<file path="src/rtl/rail_pwrgd_monitor.sv">
// Per-rail enable/power-good responder for the master sequencer.
// Filters regulator power-good and latches ramp/drop/discharge faults.
module rail_pwrgd_monitor #(
  parameter int unsigned TICK_DIV    = 2000,
  parameter int unsigned DEB_CYC     = 8,
  parameter int unsigned RAMP_TMO_MS = 20,
  parameter int unsigned OFF_TMO_MS  = 150
) (
  input  logic       iClk,
  input  logic       iRst,
  input  logic       iRail_EN,
  input  logic       iPWRGD_Raw,
  input  logic       iFault_Clear,
  output logic       oRail_EN,
  output logic       oPWRGD,
  output logic       oFault,
  output logic [1:0] oFault_Code,
  output logic [2:0] oDBG_FSM
);

  localparam int PW = (TICK_DIV > 1) ? $clog2(TICK_DIV) : 1;
  localparam int DW = (DEB_CYC > 1) ? $clog2(DEB_CYC + 1) : 1;
  localparam logic [PW-1:0] PRE_LAST  = PW'(TICK_DIV - 1);
  localparam logic [DW-1:0] DEB_LAST  = DW'(DEB_CYC - 1);
  localparam logic [15:0]   RAMP_LAST = 16'(RAMP_TMO_MS - 1);
  localparam logic [15:0]   OFF_LAST  = 16'(OFF_TMO_MS - 1);

  typedef enum logic [2:0] {
    S_OFF  = 3'd0,
    S_RAMP = 3'd1,
    S_ON   = 3'd2,
    S_DIS  = 3'd3,
    S_FLT  = 3'd4
  } state_t;

  state_t          state_q, state_d;
  logic [1:0]      code_q, code_d;
  logic            sync1_q, sync2_q;
  logic            pgf_q;
  logic [DW-1:0]   deb_q;
  logic [PW-1:0]   pre_q;
  logic [15:0]     ms_q;
  logic            rail_q, pg_q, flt_q;
  logic            pre_wrap;
  logic            ramp_tmo;
  logic            off_tmo;

  // Timeout fires on the edge that completes N ms since state entry.
  assign pre_wrap = (pre_q == PRE_LAST);
  assign ramp_tmo = pre_wrap && (ms_q >= RAMP_LAST);
  assign off_tmo  = pre_wrap && (ms_q >= OFF_LAST);

  // Synchronize raw power-good and accept a level only once it holds.
  always_ff @(posedge iClk) begin
    if (iRst) begin
      sync1_q <= 1'b0;
      sync2_q <= 1'b0;
      pgf_q   <= 1'b0;
      deb_q   <= '0;
    end else begin
      sync1_q <= iPWRGD_Raw;
      sync2_q <= sync1_q;
      if (sync2_q == pgf_q) begin
        deb_q <= '0;
      end else if (deb_q == DEB_LAST) begin
        pgf_q <= sync2_q;
        deb_q <= '0;
      end else begin
        deb_q <= deb_q + 1'b1;
      end
    end
  end

  // Next-state and fault-cause selection in priority order per state.
  always_comb begin
    state_d = state_q;
    code_d  = code_q;
    case (state_q)
      S_OFF: begin
        if (iRail_EN) state_d = S_RAMP;
      end
      S_RAMP: begin
        if (!iRail_EN) begin
          state_d = S_DIS;
        end else if (pgf_q) begin
          state_d = S_ON;
        end else if (ramp_tmo) begin
          state_d = S_FLT;
          code_d  = 2'd1;
        end
      end
      S_ON: begin
        if (!iRail_EN) begin
          state_d = S_DIS;
        end else if (!pgf_q) begin
          state_d = S_FLT;
          code_d  = 2'd2;
        end
      end
      S_DIS: begin
        if (!pgf_q) begin
          state_d = S_OFF;
        end else if (off_tmo) begin
          state_d = S_FLT;
          code_d  = 2'd3;
        end
      end
      S_FLT: begin
        if (iFault_Clear && !iRail_EN) begin
          state_d = S_OFF;
          code_d  = 2'd0;
        end
      end
      default: begin
        state_d = S_FLT;
        code_d  = 2'd0;
      end
    endcase
  end

  // State, state timer and registered outputs for the entered state.
  always_ff @(posedge iClk) begin
    if (iRst) begin
      state_q <= S_OFF;
      code_q  <= 2'd0;
      pre_q   <= '0;
      ms_q    <= 16'd0;
      rail_q  <= 1'b0;
      pg_q    <= 1'b0;
      flt_q   <= 1'b0;
    end else begin
      state_q <= state_d;
      code_q  <= code_d;
      rail_q  <= (state_d == S_RAMP) || (state_d == S_ON);
      pg_q    <= (state_d == S_ON);
      flt_q   <= (state_d == S_FLT);
      if (state_d != state_q) begin
        pre_q <= '0;
        ms_q  <= 16'd0;
      end else if (pre_wrap) begin
        pre_q <= '0;
        if (ms_q != 16'hFFFF) ms_q <= ms_q + 16'd1;
      end else begin
        pre_q <= pre_q + 1'b1;
      end
    end
  end

  assign oRail_EN    = rail_q;
  assign oPWRGD      = pg_q;
  assign oFault      = flt_q;
  assign oFault_Code = code_q;
  assign oDBG_FSM    = state_q;

endmodule

</file>
<file path="config.mk">
export PLATFORM = sky130hd
export DESIGN_NAME = rail_pwrgd_monitor
export DESIGN_NICKNAME = d
export VERILOG_FILES = /design/src/rtl/rail_pwrgd_monitor.sv
export SDC_FILE = /design/constraint.sdc
export NUM_CORES = 1
export LEC_CHECK = 0
export ABC_AREA = 1
export CAP_MARGIN = 5
export CORE_UTILIZATION = 53
export CTS_BUF_LIST = sky130_fd_sc_hd__clkbuf_16
export CTS_CLUSTER_SIZE = 20
export DETAILED_ROUTE_END_ITERATION = 6
export GPL_ROUTABILITY_DRIVEN = 0
export GPL_TIMING_DRIVEN = 0
export PLACE_DENSITY = 0.75
export SYNTH_ARGS = -nofsm -noshare
export SYNTH_HDL_FRONTEND = slang
export SYNTH_SLANG_ARGS = --single-unit
</file>
<file path="constraint.sdc">
create_clock -name iClk -period 2.18 [get_ports iClk]
set_clock_uncertainty 0.2 [all_clocks]
set_input_delay 0.436 -clock iClk [delete_from_list [all_inputs] [get_ports iClk]]
set_output_delay 0.436 -clock iClk [all_outputs]
set_load 0.01 [all_outputs]
</file>
==> impl_metrics.toml <==
[outcome]
status = "finished, violations left"
violations = "setup timing"

[timing]
setup_tns_ns = -0.1503
min_period_ns = 2.207
worstMarginPinSlew_ns = 0.4852
slew_violations = 0
finalWorstSetupSlack_ns = -0.02736
finalCritPeriodShare_pct = 101.3
timing.fmax_mhz = 453.0
setup_viol = 13
rsz0062_at_grt = "yes"
max_slew_margin_pct = 67.59
whs_ns = 0.2341
hold_violations = 0

[power_and_ir_drop]
power_leakage_nw = 1.196
power_w = 0.001758
irDropWorstVdd_uv = 534.6
p_per_area_nw_per_um2 = 601.0

[synthesis]
ys_top_cells_by_area = "dfxtp_1, nand2_1, xor2_1"
synthXorXnorAreaFrac_pct = 9.170
yosys.area_share.simple_pct = 37.06
synth_top_family_by_area = "simple AND/OR/NAND/NOR gates"
synth_fp_nets = 320
yosys.area.top_type = "dfxtp_1"
syn_area_um2 = 2292
ys_ff_latch = 42
synth_fa_ha_area_share_pct = 2.729
ys_types = 33
avgSynthCellArea_um2 = 7.394
synthMuxAreaShare_pct = 0
yosys_warnings = 0
synth_compound_area_share_pct = 6.277
yosysSeqAreaShare_pct = 36.68
syn_inst = 310
yosysTopAreaCellShare_pct = 36.68

[finish]
drive_above_1_share_pct = 23.03
final_nets = 352
n_antenna_cell = 0
syn_to_final_growth_pct = 27.62
final_area_um2 = 2925

[global_routing]
grt_pass1_wl_um = 7962
grt_antenna_before_repair = 0
grt_max_degree = 14
grt_usage_pct = 23.48
grt_pass1_vias = 1935
grt.overflow.total = 0

[floorplan]
die_w_um = 67.77
start_util_pct = 56.09
ios = 13
die_h_um = 67.77
rows = 23
coreArea_um2 = 4086
die_area_um2 = 4592

[route]
dr.first_iter.drc_count = 104
via_per_inst = 5.277
wirelength_um = 5277
drc = 0
drt-wirelength-per-cell_um = 13.43
detail-route-antenna-nets = 0
vias = 2074
dr.pass1.iters = 5

[clock_tree]
path_clk_slew_ns = 0.06
ctsLongestPathBuffers = 2
clock_latency_ns = 0.29
cts_buffers = 5
htree_levels = 2
cts_tree = "yes"
cts_sinks = 42
cts_root_buf = "clkbuf_16"

[worst_setup_path]
path_class = "reg2reg"
arrival_ns = 2.19
crit_required_ns = 2.16
critPathLaunchType = "flop"
r2r_slack_ns = -0.03
critPathMaxFanout = 8
end_kind = "flop"

[hold_path]
hold_class = "reg2reg"

[placement]
dp_hpwl_um = 3236
place_area_um2 = 2465
portBuffers = 11

[job]
cap_violations = 0
[where the power goes]
part           leakage [nW]  switching (W)  internal (W)
clock network        0.0672       0.000305      0.000418
logic                 0.786       0.000130      0.000104
registers             0.343      0.0000140      0.000787
total                  1.20       0.000449       0.00131
[cell families (layout without fill, tap and decap cells)]
| group | count (synthesis) | after routing |
|---|---|---|
| compound gates | 25 | 25 |
| fa+ha+maj | 5 | 5 |
| buf+inv | 47 | 80 |
| xor+xnor | 24 | 24 |
| flops | 42 | 42 |
| simple gates | 167 | 167 |
[worst max-delay path: stages (launching register included)]
cell	delay [ns]
dfxtp_4	0.37
ha_4	0.15
nand3_4	0.10
nor3_4	0.37
nand2_2	0.16
nand2_2	0.09
nand2_2	0.08
nand3_1	0.11
nand2_2	0.08
nand3_4	0.16
nor2_4	0.08
and2_1	0.16
[synth_stat cells]
cell / n
a21oi_1: 9
and2_1: 7
and2_4: 1
buf_2: 1
buf_6: 1
clkbuf_1: 1
dfxtp_1: 42
ha_1: 5
inv_1: 42
inv_2: 2
nand2_1: 52
nand2_2: 4
nand3_1: 17
nand3_2: 3
nand3_4: 2
nand4_1: 4
nand4_2: 1
nor2_1: 44
nor2_2: 10
nor2_4: 2
nor3_1: 8
nor3_2: 1
nor3_4: 1
nor3b_1: 8
nor4_1: 1
o211a_1: 1
o211ai_1: 1
o21ai_0: 12
o21ai_1: 1
o21ai_4: 1
or3_1: 1
xnor2_1: 4
xor2_1: 20
[flip-flops by register name (all words and copies together) (netlist names)]
name	flops
deb_q	4
ms_q	16
oDBG_FSM	3
oFault	1
oFault_Code	2
oPWRGD	1
oRail_EN	1
pgf_q	1
pre_q	11
sync1_q	1
sync2_q	1
[stage by stage]
step | util, % | setup WS [ns] | std cells
finish | 71.59 | -0.02736 | 393
CTS | 65.06 | 0.006557 | 383
floorplan | - | 0.1261 | 310
global placement | 60.32 | -0.2651 | 371
detailed placement | 60.32 | -0.2979 | 371
global route | 71.59 | -0.1285 | 393
[layout make-up]
cell class / instances / area (um^2)
Fill cell: 317 / 1161
Sequential cell: 42 / 849.6
Clock buffer: 5 / 125.1
Inverter: 44 / 167.7
Buffer: 3 / 26.28
Tap cell: 50 / 62.56
Multi-Input combinational cell: 221 / 1414
Timing Repair Buffer: 25 / 264.0
Clock inverter: 3 / 16.27
[placed cells by master, fill, tap and decap left out, drive strengths merged, types with 9 or more instances in the layout]
cell	Yosys	layout
a21oi	9	9
dfxtp	42	42
nor3	10	10
nand2	56	56
nor2	56	56
nand3	22	22
inv	44	44
o21ai	14	14
buf	2	15
clkdlybuf4s50	0	11
xor2	20	20
[path summary, 6_finish.rpt]
| path | start | end | cells after the start |
|---|---|---|---|
| worst max register to register | pre_q[0] | ms_q[5] | 11 |
| worst max-delay path | pre_q[0] | ms_q[5] | 11 |
| worst min-delay path | sync1_q | sync2_q | 2 |
| worst min register to register | sync1_q | sync2_q | 2 |
[routing by layer]
metal  track usage, %  vias to the layer above  part of all wire, %
met2            41.58                       50                   51
met1            26.33                      967                   42
met4            11.17                        0                  2.1
met3            5.068                       13                  4.5
li1                 -                     1044                    -
met5                0                        -                    0
[timing repair]
item,4_1_cts,5_1_grt
endpoints found under the setup margin,26,27
pin swaps,2,8
cloned,0,1
buffers inserted,4,9
endpoints found under the hold margin,0,0
resized for setup,8,39
hold buffers,0,0
No activity file was read; power rests on OpenSTA's default activity.
